==> config.mk <==
export PLATFORM = sky130hd
export DESIGN_NAME = flag_unit_flat
export DESIGN_NICKNAME = d
export VERILOG_FILES = /design/src/rtl/flag_unit_if.sv /design/src/rtl/flag_unit.sv /design/src/flat_wrapper.sv
export SDC_FILE = /design/constraint.sdc
export NUM_CORES = 1
export LEC_CHECK = 0
export CORE_AREA = 2 2 39 41
export CTS_CLUSTER_DIAMETER = 80
export CTS_CLUSTER_SIZE = 24
export DETAILED_ROUTE_END_ITERATION = 10
export DIE_AREA = 0 0 41 43
export PLACE_DENSITY = 0.69
export SETUP_SLACK_MARGIN = 0.02
export SKIP_LAST_GASP = 1
export SLEW_MARGIN = 0
export SYNTH_ARGS = -nofsm -noshare
export SYNTH_HDL_FRONTEND = slang
export SYNTH_SLANG_ARGS = --single-unit
export TNS_END_PERCENT = 50
==> constraint.sdc <==
create_clock -name clk -period 0.95 [get_ports clk]
set_input_delay 0.19 -clock clk [delete_from_list [all_inputs] [get_ports clk]]
set_output_delay 0.19 -clock clk [all_outputs]
set_load 0.01 [all_outputs]
==> src/rtl/flag_unit_if.sv <==
// Condition-flag bus bundle between the EX/ID pipeline control and flag_unit.
// Carries the EX-stage flag inputs, the ID branch request and the three flag results.
// The master modport drives EX/ID status. The slave modport (flag_unit) returns the flags.
interface flag_unit_if;
    logic        ex_valid;
    logic [3:0]  ex_opcode;
    logic [15:0] alu_result;
    logic        alu_ovfl;
    logic        stall;
    logic        flush;
    logic        id_is_branch;
    logic [2:0]  flags_out;
    logic [2:0]  flags_fwd;
    logic        flag_hazard;

    modport master (
        output ex_valid, ex_opcode, alu_result, alu_ovfl, stall, flush, id_is_branch,
        input  flags_out, flags_fwd, flag_hazard
    );

    modport slave (
        input  ex_valid, ex_opcode, alu_result, alu_ovfl, stall, flush, id_is_branch,
        output flags_out, flags_fwd, flag_hazard
    );
endinterface

==> src/rtl/flag_unit.sv <==
// Condition-flag producer: computes {Z,V,N} in EX, masks per opcode, holds the flag register.
// Latency: flags_out updates 1 cycle after a qualifying EX writer; flags_fwd is combinational.
// Backpressure: stall holds the writer; flush discards it. Without FLAG_BYPASS_EN, flag_hazard stalls the ID branch.
// Build option: define FLAG_BYPASS_EN to forward next-cycle flags to ID and remove the hazard stall.
module flag_unit (
    input  logic        clk,
    input  logic        rst,
    flag_unit_if.slave  bus
);
    localparam logic [3:0] OP_ADD = 4'b0000;
    localparam logic [3:0] OP_SUB = 4'b0001;
    localparam logic [3:0] OP_XOR = 4'b0010;
    localparam logic [3:0] OP_SLL = 4'b0100;
    localparam logic [3:0] OP_SRA = 4'b0101;
    localparam logic [3:0] OP_ROR = 4'b0110;

    // Bit positions on the flag bus: Z = 2, V = 1, N = 0
    logic [2:0] r_flag;
    logic [2:0] w_mask_raw;
    logic [2:0] w_mask_q;
    logic [2:0] w_computed;
    logic [2:0] w_next;
    logic       w_wr_qual;

    // Per-opcode write mask before qualification
    always_comb begin
        w_mask_raw = 3'b000;
        case (bus.ex_opcode)
            OP_ADD, OP_SUB:         w_mask_raw = 3'b111;
            OP_XOR:                 w_mask_raw = 3'b100;
            OP_SLL, OP_SRA, OP_ROR: w_mask_raw = 3'b100;
            default:                w_mask_raw = 3'b000;
        endcase
    end

    // A flag write happens only for a live, retiring, unsquashed EX instruction
    assign w_wr_qual  = bus.ex_valid & ~bus.stall & ~bus.flush;
    assign w_mask_q   = w_wr_qual ? w_mask_raw : 3'b000;
    assign w_computed = {(bus.alu_result == 16'h0000), bus.alu_ovfl, bus.alu_result[15]};

    // Unmasked bits keep their previous value; this is what r_flag holds after the edge
    assign w_next = (w_mask_q & w_computed) | (~w_mask_q & r_flag);

    // Architectural flag register; async reset clears it and drops any in-flight write
    always_ff @(posedge clk or posedge rst) begin
        if (rst) begin
            r_flag <= 3'b000;
        end else begin
            r_flag <= w_next;
        end
    end

    assign bus.flags_out = r_flag;

`ifdef FLAG_BYPASS_EN
    // Branch in ID sees the value the EX writer is about to commit, so no stall is needed
    logic w_unused_br;
    assign w_unused_br     = bus.id_is_branch;
    assign bus.flags_fwd   = rst ? 3'b000 : w_next;
    assign bus.flag_hazard = 1'b0;
`else
    // Stall ignores the hazard so a held writer keeps the branch stalled until it commits
    assign bus.flags_fwd   = r_flag;
    assign bus.flag_hazard = ~rst & bus.id_is_branch & bus.ex_valid & ~bus.flush
                             & (w_mask_raw != 3'b000);
`endif

endmodule

==> src/flat_wrapper.sv <==
// flat-port wrapper written by rule: the top's interface ports become plain ports
module flag_unit_flat 
  (clk, rst, bus_ex_valid, bus_ex_opcode, bus_alu_result, bus_alu_ovfl, bus_stall, bus_flush, bus_id_is_branch, bus_flags_out, bus_flags_fwd, bus_flag_hazard);
  flag_unit_if bus_i ();
  input  logic clk;
  input  logic rst;
  input wire logic [$bits(bus_i.ex_valid)-1:0] bus_ex_valid;
  input wire logic [$bits(bus_i.ex_opcode)-1:0] bus_ex_opcode;
  input wire logic [$bits(bus_i.alu_result)-1:0] bus_alu_result;
  input wire logic [$bits(bus_i.alu_ovfl)-1:0] bus_alu_ovfl;
  input wire logic [$bits(bus_i.stall)-1:0] bus_stall;
  input wire logic [$bits(bus_i.flush)-1:0] bus_flush;
  input wire logic [$bits(bus_i.id_is_branch)-1:0] bus_id_is_branch;
  output wire logic [$bits(bus_i.flags_out)-1:0] bus_flags_out;
  output wire logic [$bits(bus_i.flags_fwd)-1:0] bus_flags_fwd;
  output wire logic [$bits(bus_i.flag_hazard)-1:0] bus_flag_hazard;
  assign bus_i.ex_valid = bus_ex_valid;
  assign bus_i.ex_opcode = bus_ex_opcode;
  assign bus_i.alu_result = bus_alu_result;
  assign bus_i.alu_ovfl = bus_alu_ovfl;
  assign bus_i.stall = bus_stall;
  assign bus_i.flush = bus_flush;
  assign bus_i.id_is_branch = bus_id_is_branch;
  assign bus_flags_out = bus_i.flags_out;
  assign bus_flags_fwd = bus_i.flags_fwd;
  assign bus_flag_hazard = bus_i.flag_hazard;
  flag_unit u_core (.clk(clk), .rst(rst), .bus(bus_i));
endmodule
# Yosys cells after proc, flatten, opt, wreduce, memory -nomap -nowiden
# Cells that the tools add are included.
[totals]
register_bits = 3
inputBits = 27
output_inout_bits = 7
word_cells = 26
[classes]
n_eq_ne = 5
n_mux = 2
n_bitwise = 13
reduce_logical = 5
[op_table]
columns = ["cell", "count"]
rows = [
  ["$logic_not 16->1", 1],
  ["$eq 4x3->1 const B", 3],
  ["$and 1x1->1", 6],
  ["$and 3x3->3", 2],
  ["$pmux 3 s2", 1],
  ["$eq 4x1->1 const B", 1],
  ["$eq 4x2->1 const B", 1],
  ["$logic_not 4->1", 1],
  ["$reduce_or 4->1", 1],
  ["$mux 3", 1],
  ["$not 1->1", 3],
  ["$not 3->3", 1],
  ["$or 3x3->3", 1],
  ["$reduce_bool 3->1", 1],
  ["$reduce_or 2->1", 1],
]

# Logic depth before layout (Yosys ltp)
[logic_depth]
depth_word = 7
depth_mapped = 3
depth_no_buf = 3

# Worst setup path after synthesis
# Ideal clock, no wire load.
[synth_timing]
path_kind = "input to register"
from = "in bus_stall"
to = "reg (tool-made name)"
setup_time_ns = 0.125
arrival_time_ns = 1.358
required_ns = 0.825
path_slack_ns = -0.533
cell_stages = 3
n_path_buf = 0
cell_sequence = "or4b_4 -> or3_4 -> mux2_4"
[synth_rtl]
columns = ["element", "line_no", "rtl"]
rows = [
  ["from (decl)", "flat_wrapper.sv:11", "input wire logic [$bits(bus_i.stall)-1:0] bus_stall;"],
]

==> impl_metrics.py <==
metrics = {
    "yosys": {
        "netlist-cell-type-count": 14,
        "synth_top_area_cell": "dfrtp_1",
        "netlist.area_leader.share": 0.337,
        "synth_cells": 22,
        "synth_area_per_cell_sq_um": 10.1,
        "ys_async_sr_fraction": 1.00,
        "syn_nets": 49,
        "netlist_area_sq_um": 223,
        "synth_ff_type": "dfrtp_1",
        "ys_seq_area_frac": 0.337,
        "synth_area_leaders": "dfrtp_1, mux2_4, nor4_1, buf_4, or4b_4",
        "yosysWarnings": 0,
        "synth_edf_count": 0,
        "synth_seq_cells": 3,
        "synth_most_common_cell": "nor4_1",
        "synth_top_cells_by_count": "nor4_1, buf_4, dfrtp_1",
    },
    "drt": {
        "remaining_drc_errors": 0,
        "postRouteAntennaNets": 0,
        "wirelength_um": 795,
        "viasPerCell": 4.33,
        "wl_per_cell_um": 9.58,
        "vias": 359,
        "dr.pass1.iters": 1,
        "drt_iter0_drc": 0,
    },
    "critical_path": {
        "critical_path_required_ns": 1.06,
        "cp-start-kind": "input port",
        "critPathCaptureType": "flip-flop",
        "arrival_ns": 1.46,
        "critPathKind": "in2reg",
        "cp_max_fo": 2,
    },
    "timing": {
        "setup_ws_ns": -0.398,
        "rsz0062_at_grt": "true",
        "fin_skew_ns": 0,
        "drv_slew": 0,
        "setup_viol": 8,
        "fin_crit_sh": 1.42,
        "slew_headroom": 0.847,
        "min_period_ns": 1.35,
        "worst_pin_slew_ns": 0.227,
        "clock.fmax_mhz": 742,
        "hold_violations": 0,
    },
    "floorplanning": {
        "dieArea_sq_um": 1760,
        "die_h_um": 43,
        "fp.dieW_um": 41,
        "io_pins": 34,
        "num_rows": 14,
        "fp.coreArea_sq_um": 1380,
        "start_util": 0.161,
    },
    "worst_hold_path": {
        "hp-class": "in2reg",
    },
    "grt": {
        "grt_max_degree": 4,
        "grt_overflow": 0,
        "antenna_found_initial": 0,
        "first_global_vias": 391,
        "grt_pass1_wl_um": 1420,
        "grt_use_total": 0.121,
    },
    "power": {
        "ir_drop_uv": 410,
        "leakage_nw": 0.354,
        "power.total_uw": 631,
        "power_density_nw_per_um2": 934,
    },
    "layout": {
        "fillCellCount": 143,
        "syn_to_final_growth_pct": 203,
        "fin_nets": 95,
        "final_util": 0.488,
        "diodes": 0,
        "drive_above_1_share": 0.522,
    },
    "clock_tree": {
        "cts_sinks": 3,
        "cts_made_buffers": 3,
        "cts-root-buf": "clkbuf_4",
        "insertion_delay_ns": 0.24,
        "clockBufferDepth": 2,
        "htreeDepth": 1,
        "clk_pin_slew_ns": 0.03,
        "cts_tree": "built",
    },
    "placed_design": {
        "port_buffers": 33,
        "hpwlAfterDp_um": 637,
        "gp_congestion": 0.690,
    },
    "status": {
        "status": "complete, but fails checks",
        "violations": "negative setup slack",
    },
    "run": {
        "cap_viol_max_count": 0,
    },
}
layout by cell type, fill, tap and decap left out:
| cell | count |
|---|---|
| and2_4 | 1 |
| buf_2 | 3 |
| buf_4 | 8 |
| buf_6 | 5 |
| clkbuf_1 | 1 |
| clkbuf_2 | 4 |
| clkbuf_4 | 3 |
| clkdlybuf4s50_1 | 10 |
| dfrtp_1 | 3 |
| dlygate4sd2_1 | 9 |
| dlygate4sd3_1 | 1 |
| dlymetal6s2s_1 | 4 |
| inv_1 | 1 |
| mux2_4 | 2 |
| nand2_1 | 1 |
| nand4_1 | 1 |
| nor2_2 | 1 |
| nor4_1 | 1 |
| nor4_2 | 3 |
| nor4b_2 | 1 |
| o21ai_2 | 1 |
| o31ai_2 | 1 |
| or3_4 | 1 |
| or4b_4 | 1 |
report_power, final:
part	switching, mW	internal (mW)	total [mW]	leakage [nW]
clock	0.0706	0.158	0.228	0.0150
combinational	0.0738	0.172	0.246	0.299
sequential	0.0116	0.145	0.157	0.0395
total	0.156	0.475	0.631	0.354
through the flow:
step,cells,setup WS [ns],hold WS [ns],setup TNS [ns],instance area (sq um)
floorplan,22,-0.533,-0.0564,-1.23,223
global placement,76,-0.950,0.519,-4.15,611
detailed placement,76,-0.969,0.523,-4.30,611
CTS,82,-0.453,0.270,-3.51,658
global route,83,-0.404,0.397,-1.82,676
finish,83,-0.398,0.375,-1.49,676
area by class of cell:
type | instances | area [sq um] | area share
Clock buffer | 4 | 26.3 | 0.0389
Multi-Input combinational cell | 15 | 160 | 0.237
Sequential cell | 3 | 75.1 | 0.111
Tap cell | 16 | 20.0 | 0.0296
Inverter | 1 | 3.75 | 0.00556
Timing Repair Buffer | 44 | 390 | 0.578
what timing repair did:
item                                    in CTS  in global routing
gates resized for setup                     42                 16
endpoints found under the setup margin      10                 10
pin swaps                                    9                  4
endpoints found under the hold margin        0                  3
hold buffers                                 0                  1
setup buffers                                2                  0
critical path: stages:
cell and delay, ns:
buf_6 0.09, or4b_4 0.52, or3_4 0.36, mux2_4 0.30
metal layers:
layer / wire length, um / part of all wire / up-vias / track usage
li1: - / - / 173 / -
met1: 268 / 0.34 / 156 / 0.129
met2: 424 / 0.53 / 28 / 0.188
met3: 86 / 0.11 / 2 / 0.0314
met4: 14 / 0.018 / 0 / 0.100
met5: 0 / 0 / - / 0
path summary, 6_finish.rpt:
kind | to | cells past startpoint | startpoint | slack (ns)
worst min register to register | flip-flop | 2 | flip-flop | 0.61
min in group asynchronous | asynchronous set/reset pin | 4 | rst | 0.53
worst max-delay path | flip-flop | 4 | bus_stall | -0.40
worst min-delay path | flip-flop | 4 | bus_ex_opcode[0] | 0.37
max in group asynchronous | asynchronous set/reset pin | 4 | rst | 0.29
worst max register to register | flip-flop | 2 | flip-flop | 0.06
kinds of logic (layout without fill, tap and decap cells):
group	after synthesis	in the layout	synth area share
AND/OR/NAND/NOR	11	11	0.354
buffers and inverters	4	49	0.118
flip-flops	3	3	0.337
AO/OA/AOI/OAI	2	2	0.0562
multiplexers	2	2	0.135
No activity file was read; power rests on OpenSTA's default activity.
